File: src/rtl/ram_pkg.sv
// Shared constants and types for the RAM stream reader.
// Latency: n/a (package only).
// Backpressure: n/a (package only).
package ram_pkg;
    localparam int DEF_RAM_WIDTH  = 8;
    localparam int DEF_RAM_DEPTH  = 512;
    localparam int DEF_ADDR_WIDTH = 9;

    // Two entries cover one word sitting in the FIFO plus one word in the RAM pipe.
    localparam int SKID_DEPTH = 2;
    localparam int OCC_W      = $clog2(SKID_DEPTH + 1);

    typedef enum logic [1:0] {
        ST_IDLE  = 2'd0,
        ST_READ  = 2'd1,
        ST_DRAIN = 2'd2
    } rd_state_t;
endpackage

File: src/rtl/ram_rd_skid.sv
// Two-entry FIFO holding {last, data} words returned by the RAM.
// Latency: a push is visible at the head on the following cycle.
// Backpressure: the head holds while not popped; the caller never pushes into a full FIFO.
module ram_rd_skid
    import ram_pkg::*;
#(
    parameter int W = DEF_RAM_WIDTH
) (
    input  logic             i_clk,
    input  logic             i_rst,
    input  logic             i_push,
    input  logic [W:0]       i_push_dat,
    input  logic             i_pop,
    output logic [W:0]       o_head_dat,
    output logic [OCC_W-1:0] o_occ
);
    logic [W:0]       r_mem [SKID_DEPTH];
    logic             r_wptr;
    logic             r_rptr;
    logic [OCC_W-1:0] r_occ;
    logic             w_push;
    logic             w_pop;

    // Guard both ends so a misbehaving caller cannot corrupt the occupancy count.
    assign w_pop  = i_pop && (r_occ != '0);
    assign w_push = i_push && ((r_occ != OCC_W'(SKID_DEPTH)) || w_pop);

    // Storage, pointers and occupancy; reset clears contents so the head reads zero.
    always_ff @(posedge i_clk) begin
        if (i_rst) begin
            for (int i = 0; i < SKID_DEPTH; i++) begin
                r_mem[i] <= '0;
            end
            r_wptr <= 1'b0;
            r_rptr <= 1'b0;
            r_occ  <= '0;
        end else begin
            if (w_push) begin
                r_mem[r_wptr] <= i_push_dat;
                r_wptr        <= ~r_wptr;
            end
            if (w_pop) begin
                r_rptr <= ~r_rptr;
            end
            case ({w_push, w_pop})
                2'b10:   r_occ <= r_occ + OCC_W'(1);
                2'b01:   r_occ <= r_occ - OCC_W'(1);
                default: r_occ <= r_occ;
            endcase
        end
    end

    assign o_head_dat = r_mem[r_rptr];
    assign o_occ      = r_occ;
endmodule

File: src/rtl/ram_stream_reader.sv
// Burst reader: fetches a contiguous, wrapping range from the RAM and streams it out.
// Latency: first beat 3 cycles after start is sampled, then one beat per cycle.
// Backpressure: m_ready low stalls the stream; reads stop once FIFO plus RAM pipe hold 2 words.
module ram_stream_reader
    import ram_pkg::*;
#(
    parameter int RAM_WIDTH  = DEF_RAM_WIDTH,
    parameter int RAM_DEPTH  = DEF_RAM_DEPTH,
    parameter int ADDR_WIDTH = DEF_ADDR_WIDTH
) (
    input  logic                  i_clk,
    input  logic                  i_rst,
    input  logic                  i_start,
    input  logic [ADDR_WIDTH-1:0] i_base_addr,
    input  logic [ADDR_WIDTH:0]   i_length,
    output logic                  o_busy,
    output logic                  o_done,
    output logic [ADDR_WIDTH-1:0] o_rd_addr,
    output logic                  o_rd_en,
    input  logic [RAM_WIDTH-1:0]  i_rd_data,
    output logic [RAM_WIDTH-1:0]  o_m_data,
    output logic                  o_m_valid,
    input  logic                  i_m_ready,
    output logic                  o_m_last
);
    localparam logic [ADDR_WIDTH:0]   L_DEPTH     = (ADDR_WIDTH + 1)'(RAM_DEPTH);
    localparam logic [ADDR_WIDTH-1:0] L_LAST_ADDR = ADDR_WIDTH'(RAM_DEPTH - 1);
    localparam logic [ADDR_WIDTH:0]   L_ONE       = (ADDR_WIDTH + 1)'(1);

    rd_state_t             r_state;
    rd_state_t             w_state_nxt;
    logic [ADDR_WIDTH-1:0] r_rd_addr;
    logic [ADDR_WIDTH:0]   r_remaining;
    logic                  r_inflight;
    logic                  r_inflight_last;
    logic                  r_busy;
    logic                  r_done;

    logic                  w_issue;
    logic                  w_start_go;
    logic                  w_start_zero;
    logic                  w_pop;
    logic                  w_m_valid;
    logic                  w_last_pop;
    logic                  w_final_issue;
    logic [ADDR_WIDTH:0]   w_len_clamped;
    logic [ADDR_WIDTH-1:0] w_addr_nxt;
    logic [OCC_W-1:0]      w_occ;
    logic [RAM_WIDTH:0]    w_head;
    logic [2:0]            w_committed;
    logic [2:0]            w_room;

    assign w_start_go    = (r_state == ST_IDLE) && i_start && (i_length != '0);
    assign w_start_zero  = (r_state == ST_IDLE) && i_start && (i_length == '0);
    assign w_len_clamped = (i_length > L_DEPTH) ? L_DEPTH : i_length;
    assign w_addr_nxt    = (r_rd_addr == L_LAST_ADDR) ? '0 : r_rd_addr + ADDR_WIDTH'(1);

    assign w_m_valid  = (w_occ != '0);
    assign w_pop      = w_m_valid && i_m_ready;
    assign w_last_pop = w_pop && w_head[RAM_WIDTH];

    // Words already owned (stored or in the RAM pipe) versus space freed by this cycle's pop.
    assign w_committed   = {1'b0, w_occ} + {2'b00, r_inflight};
    assign w_room        = 3'(SKID_DEPTH) + {2'b00, w_pop};
    assign w_final_issue = w_issue && (r_remaining == L_ONE);

    // State register.
    always_ff @(posedge i_clk) begin
        if (i_rst) begin
            r_state <= ST_IDLE;
        end else begin
            r_state <= w_state_nxt;
        end
    end

    // Next state and read-issue decision.
    always_comb begin
        w_state_nxt = r_state;
        w_issue     = 1'b0;
        case (r_state)
            ST_IDLE: begin
                if (w_start_go) begin
                    w_state_nxt = ST_READ;
                end
            end
            ST_READ: begin
                if ((r_remaining != '0) && (w_committed < w_room)) begin
                    w_issue = 1'b1;
                end
                if (w_issue && (r_remaining == L_ONE)) begin
                    w_state_nxt = ST_DRAIN;
                end
            end
            ST_DRAIN: begin
                if (w_last_pop) begin
                    w_state_nxt = ST_IDLE;
                end
            end
            default: w_state_nxt = ST_IDLE;
        endcase
    end

    // Address/remaining counters, RAM pipe tracking and status flags.
    always_ff @(posedge i_clk) begin
        if (i_rst) begin
            r_rd_addr       <= '0;
            r_remaining     <= '0;
            r_inflight      <= 1'b0;
            r_inflight_last <= 1'b0;
            r_busy          <= 1'b0;
            r_done          <= 1'b0;
        end else begin
            r_inflight      <= w_issue;
            r_inflight_last <= w_final_issue;
            r_done          <= w_start_zero || ((r_state == ST_DRAIN) && w_last_pop);
            if (w_start_go) begin
                r_rd_addr   <= i_base_addr;
                r_remaining <= w_len_clamped;
                r_busy      <= 1'b1;
            end else if (w_issue) begin
                r_rd_addr   <= w_addr_nxt;
                r_remaining <= r_remaining - L_ONE;
            end
            if ((r_state == ST_DRAIN) && w_last_pop) begin
                r_busy <= 1'b0;
            end
        end
    end

    ram_rd_skid #(
        .W (RAM_WIDTH)
    ) u_skid (
        .i_clk      (i_clk),
        .i_rst      (i_rst),
        .i_push     (r_inflight),
        .i_push_dat ({r_inflight_last, i_rd_data}),
        .i_pop      (w_pop),
        .o_head_dat (w_head),
        .o_occ      (w_occ)
    );

    assign o_busy    = r_busy;
    assign o_done    = r_done;
    assign o_rd_addr = r_rd_addr;
    assign o_rd_en   = w_issue;
    assign o_m_valid = w_m_valid;
    assign o_m_data  = w_head[RAM_WIDTH-1:0];
    assign o_m_last  = w_m_valid && w_head[RAM_WIDTH];
endmodule

File: config.mk
export PLATFORM = sky130hd
export DESIGN_NAME = ram_stream_reader
export DESIGN_NICKNAME = d
export VERILOG_FILES = /design/src/rtl/ram_pkg.sv /design/src/rtl/ram_rd_skid.sv /design/src/rtl/ram_stream_reader.sv
export SDC_FILE = /design/constraint.sdc
export NUM_CORES = 1
export LEC_CHECK = 0
export ABC_AREA = 1
export CORE_MARGIN = 4
export CORE_UTILIZATION = 33
export CTS_BUF_LIST = sky130_fd_sc_hd__clkbuf_4 sky130_fd_sc_hd__clkbuf_8 sky130_fd_sc_hd__clkbuf_16
export DETAILED_ROUTE_END_ITERATION = 7
export HOLD_SLACK_MARGIN = 0.06
export PLACE_DENSITY = 0.58
export SKIP_LAST_GASP = 1
export SLEW_MARGIN = 20
export SYNTH_ARGS = -nofsm -noshare
export SYNTH_HDL_FRONTEND = slang
export SYNTH_HIERARCHICAL = 1
export SYNTH_SLANG_ARGS = --single-unit
File: constraint.sdc
create_clock -name i_clk -period 2.3 [get_ports i_clk]
set_clock_uncertainty 0.1 [all_clocks]
set_input_delay 0.345 -clock i_clk [delete_from_list [all_inputs] [get_ports i_clk]]
set_output_delay 0.345 -clock i_clk [all_outputs]
set_load 0.05 [all_outputs]
==> flow_summary.ini, run 1 <==
[clock_tree]
cts_tree = done
cts_num_sinks = 48
post_cts_buffers = 0
clkTransAtPathRegs_ps = 100
insertion_delay_ps = 310
cts_max_level = 2
cts_buffers = 5
root_buffer = clkbuf_8
clock_path_buffers = 2
cts_hold_buf = 0

[route]
vias = 2544
wl_per_cell_um = 12.29
via_per_inst = 4.711
drt_iter0_drc = 71
drc_errors = 0
wirelength_mm = 6.639
final_antenna_net_count = 0
firstDrtPassIters = 4

[global_routing]
grt_usage_pct = 13.90
grt_max_degree = 20
grt_first_pass_wirelength_mm = 11.31
grt_antenna_before_repair = 0
grt.overflow.total = 0
grt_pass1_vias = 2500

[timing]
finalSetupViolations = 0
fin_tns_setup_ps = 0
max_slew.worst_pin.slew_ps = 507.2
hold_violations = 0
grt_setup_unrepaired = false
relSlewSlack_pct = 66.08
report.final.slew_viol_count = 0
maxClockFrequency_ghz = 0.4589
finalCriticalPeriod_ps = 2179
fin_crit_sh_pct = 94.74

[setup_path]
worstRegToRegCells = 8
crit_start = r_inflight$_SDFF_PP0_
endpoint_kind = output pin
cp_max_fo = 5
critPathArrivalTime_ps = 1730
critical_path_class = reg -> out
crit_end = o_rd_en
rr_startpoint = r_inflight$_SDFF_PP0_
r2r_end = r_remaining[8]$_SDFFE_PP0P_
reg2reg_slack_ps = 380
worstPathRequired_ps = 1860
cp-start-kind = flip-flop

[cells_and_area]
utilization_pct = 43.21
antenna_cells = 0
nets = 473
drive_above_1_share_pct = 12.64
num-fill-cells = 862
area_growth_pct = 27.15

[die]
die_h_um = 100.2
die-width_um = 100.2
dieArea_um2 = 10040
initial_core_util_pct = 33.98
io_pins = 53
core_area_um2 = 8258
std_cell_rows = 33

[synth]
synth_area_leaders = dfxtp_1 (21%), edfxtp_1 (19%), nand2_1 (12%)
post-synth-top-count-cell = nand2_1
yosysWarnings = 6
syn_nets = 414
ys_types = 30
synth_top_flop_cell = dfxtp_1
synth_common_cells = nand2_1 (89), nor2_1 (65), inv_1 (40)
synthArstFlopShare_pct = 0
synth_seq_cells = 48
synth_top_area_share_pct = 21.40
syn_inst = 375
yosysTopAreaCell = dfxtp_1
synth_area_um2 = 2806
synth_edf_count = 18
avgSynthCellArea_um2 = 7.484
ys_seq_area_share_pct = 40.66

[flow_run]
drv_cap = 0

[power]
p_leak_uw = 0.001574
power_density_nw_per_um2 = 681.8
vdd.ir_drop.worst_mv = 0.2827

[outcome]
status = finished, final reports clean

[hold_path]
hold_path_class = reg -> reg

[placement]
gp_congestion = 0.9447
io_buffer_count = 52
place_hpwl_mm = 5.014
flip-flops by register name, indices dropped and copies added (netlist names), named ones only:
name	count
u_skid/r_mem	18
r_remaining	10
o_rd_addr	9
r_state	2
u_skid/o_occ	2
o_busy	1
o_done	1
r_inflight	1
r_inflight_last	1
u_skid/r_rptr	1
u_skid/r_wptr	1
layout by cell type (no fill, tap or decap):
cell / n
nor2_1: 65
o21a_1: 2
inv_6: 1
bufinv_16: 1
o21ai_0: 12
nand4_4: 2
clkdlybuf4s50_1: 41
nand2_1: 89
inv_2: 4
nor3_1: 3
nand4_2: 1
dlygate4sd2_1: 6
edfxtp_1: 18
clkinvlp_4: 1
o21ai_1: 1
clkbuf_8: 5
nand3_1: 35
o211a_1: 1
mux2_2: 9
dfxtp_1: 29
nor2_2: 8
or2_1: 1
buf_12: 1
nand3_4: 1
nor2_4: 2
xor2_1: 6
a21oi_1: 14
dfxtp_2: 1
xnor2_1: 2
inv_1: 40
buf_4: 15
nand2_4: 1
ha_1: 8
nand2_2: 2
nand4_1: 7
report_power, final:
part           total (µW)  switching (µW)  internal (µW)
Sequential           1010            58.4            956
Clock                 642             314            328
Combinational         777             487            290
stage by stage:
step / std cells / hold WS [ps] / instance area [µm²] / total power (µW) / setup WS (ps)
final: 540 / 415.5 / 3568 / 2433 / 120.9
after global routing: 540 / 445.1 / 3568 / 2595 / 5.606
after CTS: 540 / 411.9 / 3567 / 2456 / 87.28
after detailed placement: 532 / 397.1 / 3460 / 1813 / 174.1
after global placement: 532 / 379.5 / 3460 / 1812 / 223.4
after floorplan: 375 / 366.9 / 2806 / 1573 / 114.0
metal layers:
metal  vias to the layer above  share of wire, %  global-route usage, %
met5                         -                 0                      0
met4                         0               1.0                  3.523
met3                         7               4.2                  3.197
met2                        55                51                  24.06
met1                      1166                44                  17.42
li1                       1316                 -                      -
area by class of cell:
type	count	area (µm²)	share of cell area, %
inverters	44	165.2	4.628
flip-flops and latches	48	1142	32.01
clock inverters	3	46.29	1.297
clock buffers	5	68.82	1.928
repair buffers	63	595.6	16.69
well taps	105	131.4	3.682
multi-input cells	272	1419	39.76
what timing repair did:
item / CTS / global route
gates cloned: 0 / 0
pin swaps: 0 / 0
setup endpoints to repair: 6 / 1
resized for setup: 6 / 1
hold endpoints to repair: 0 / 0
cell families after synthesis:
family          count (synthesis)  synth area share, %
fa+ha+maj                       8                3.567
simple gates                  217                35.18
flops                          48                40.66
mux                             9                3.611
xor+xnor                        8                2.497
buf+inv                        55                8.783
compound gates                 30                5.707
worst max-delay path, stage by stage, from the launching register on:
cell and delay (ps):
dfxtp_1 340, ha_1 200, ha_1 260, nand2_1 110, nand4_2 210, inv_1 160
buf_12 140
worst min path at each step:
stage                                     start                          end  slack (ps)  depth (start not counted)
CTS                 r_remaining[3]$_SDFFE_PP0P_  r_remaining[3]$_SDFFE_PP0P_         410                          2
global placement     u_skid/r_rptr$_SDFFE_PP0N_   u_skid/r_rptr$_SDFFE_PP0N_         380                          2
finish                      o_busy$_SDFFE_PP0P_          o_busy$_SDFFE_PP0P_         420                          1
floorplan            u_skid/r_rptr$_SDFFE_PP0N_                    flip-flop         370                          2
detailed placement          o_busy$_SDFFE_PP0P_          o_busy$_SDFFE_PP0P_         400                          1
global route        r_remaining[3]$_SDFFE_PP0P_  r_remaining[3]$_SDFFE_PP0P_         450                          2
Note: power is estimated with default switching activity, not from simulation.
==> run 2, diff against run 1 <==
--- a/config.mk
+++ b/config.mk
@@ -9,6 +9,7 @@
 export CORE_MARGIN = 4
 export CORE_UTILIZATION = 33
 export CTS_BUF_LIST = sky130_fd_sc_hd__clkbuf_4 sky130_fd_sc_hd__clkbuf_8 sky130_fd_sc_hd__clkbuf_16
+export CTS_CLUSTER_SIZE = 14
 export DETAILED_ROUTE_END_ITERATION = 7
 export HOLD_SLACK_MARGIN = 0.06
 export PLACE_DENSITY = 0.58
==> results of run 2 <==
Same layout as run 1: the final DEF is identical, and so are final timing and power.
==> run 3, diff against run 2 <==
--- a/config.mk
+++ b/config.mk
@@ -7,12 +7,11 @@
 export LEC_CHECK = 0
 export ABC_AREA = 1
 export CORE_MARGIN = 4
-export CORE_UTILIZATION = 33
-export CTS_BUF_LIST = sky130_fd_sc_hd__clkbuf_4 sky130_fd_sc_hd__clkbuf_8 sky130_fd_sc_hd__clkbuf_16
+export CORE_UTILIZATION = 52
 export CTS_CLUSTER_SIZE = 14
 export DETAILED_ROUTE_END_ITERATION = 7
 export HOLD_SLACK_MARGIN = 0.06
-export PLACE_DENSITY = 0.58
+export PLACE_DENSITY = 0.83
 export SKIP_LAST_GASP = 1
 export SLEW_MARGIN = 20
 export SYNTH_ARGS = -nofsm -noshare
==> run 3 against run 2 <==
Highest routed layer unchanged. Sequential power about the same. Total power rose by 3.0%. Sequential cell count did not move. Setup slack got worse by 17 ps. Cell area down 1.3%. Largest power group unchanged. Global-route usage is 5.4 points higher. Critical path depth is the same. Via count fell by 1.0%. Critical path type unchanged. Routed wire length fell by 8.5%. Combinational power shrank 4.1%. Die area down 34%.
==> flow_summary.ini, run 3 (synthesized netlist as in run 1, its figures left out) <==
[global_routing]
grt_antenna_before_repair = 0
grt.overflow.total = 0
grt_usage_pct = 19.31
grt_first_pass_wirelength_mm = 10.12
grt_pass1_vias = 2388
grt_max_degree = 23

[timing]
grt_setup_unrepaired = false
maxClockFrequency_ghz = 0.4554
finalSetupViolations = 0
fin_crit_sh_pct = 95.47
fin_tns_setup_ps = 0
max_slew.worst_pin.slew_ps = 508.3
hold_violations = 0
finalCriticalPeriod_ps = 2196
relSlewSlack_pct = 66.01
report.final.slew_viol_count = 0

[placement]
place_hpwl_mm = 4.451
dpl-instance-area_um2 = 3393
io_buffer_count = 52
gp_congestion = 0.8748

[cells_and_area]
utilization_pct = 68.12
final_common_cell = nand2_1
regMostFlops = u_skid/r_mem
num-fill-cells = 446
area_growth_pct = 25.55
largest_register_ffs = 18
antenna_cells = 0
stdcell_area_um2 = 3523
drive_above_1_share_pct = 11.37
nets = 469
multi_input_area_um2 = 1419
layout_common_cells = nand2_1 (89), nor2_1 (65), clkdlybuf4s50_1 (42)
regArea_um2 = 1144

[route]
met2_length_mm = 3.000
met3_length_um = 375
vias = 2518
wirelength_met1_mm = 2.632
final_antenna_net_count = 0
firstDrtPassIters = 4
drt_iter0_drc = 83
wl_per_cell_um = 12.13
top_layer_used = met4
via_per_inst = 5.026
drc_errors = 0
wirelength_mm = 6.078

[die]
std_cell_rows = 26
die-width_um = 81.47
initial_core_util_pct = 54.26
die_h_um = 81.47
io_pins = 53
core_area_um2 = 5172
dieArea_um2 = 6637

[power]
power_density_nw_per_um2 = 710.9
vdd.ir_drop.worst_mv = 0.3084
p_leak_uw = 0.001569
total_power_uw = 2505

[clock_tree]
post_cts_buffers = 0
cts_buffers = 5
cts_tree = done
cts_hold_buf = 0
cts_max_level = 2
cts_resized = 10
clock_path_buffers = 2
insertion_delay_ps = 300
cts_num_sinks = 48
root_buffer = clkbuf_8
clkTransAtPathRegs_ps = 90

[setup_path]
cp-start-kind = flip-flop
worstPathRequired_ps = 1860
endpoint_kind = output pin
critical_path_class = reg -> out
cp_max_fo = 6
critPathArrivalTime_ps = 1750

[flow_run]
drv_cap = 0

[outcome]
status = finished, final reports clean

[hold_path]
hold_path_class = reg -> reg
[run 3: changes by cell type in the layout (fill, tap and decap cells not counted), sizes merged]
cell,delta
bufinv,+1
buf,-7
dlygate4sd2,+2
clkdlybuf4s50,+1
clkinvlp,-1
[run 3: critical path, cell delays in order (launching register included)]
cell and delay [ps]:
dfxtp_2 380, ha_1 210, ha_1 260, nand2_1 100, nand4_2 200, inv_1 160
buf_12 140
[run 3: routing by layer]
| metal | vias to the layer above | global-route usage, % |
|---|---|---|
| met5 | - | 0 |
| met4 | 0 | 6.250 |
| met3 | 8 | 3.947 |
| met2 | 72 | 34.45 |
| met1 | 1126 | 23.07 |
| li1 | 1312 | - |
[run 3: layout make-up]
type                       count  area share (%)
timing repair buffer          59           16.19
sequential                    48           32.46
clock inverter                 3           1.953
clock buffer                   5           1.953
tap                           70           2.486
inverter                      44           4.687
multi-input combinational    272           40.27
[run 3: worst paths after layout]
check | slack, ps | from | cells past startpoint | to
min | 420 | u_skid/r_rptr$_SDFFE_PP0N_ | 2 | u_skid/r_rptr$_SDFFE_PP0N_
max reg2reg | 330 | r_inflight$_SDFF_PP0_ | 9 | r_remaining[3]$_SDFFE_PP0P_
max | 100 | r_inflight$_SDFF_PP0_ | 6 | o_rd_en
min reg2reg | 420 | u_skid/r_rptr$_SDFFE_PP0N_ | 2 | u_skid/r_rptr$_SDFFE_PP0N_
[run 3: power by group]
group          switching [µW]  leakage (µW)  total, µW  internal [µW]
registers                68.9      0.000433       1030            957
logic                     465       0.00107        745            280
clock network             297     0.0000687        734            438
[run 3: metrics by stage]
| step | cells | hold WS [ps] | setup WS [ps] |
|---|---|---|---|
| 5_1_grt | 501 | 445.7 | 10.15 |
| 2_1_floorplan | 375 | 366.9 | 114.0 |
| 6_report | 501 | 417.1 | 104.2 |
| 3_5_place_dp | 493 | 390.8 | 131.5 |
| 4_1_cts | 501 | 417.4 | 74.07 |
| 3_3_place_gp | 493 | 380.1 | 190.5 |
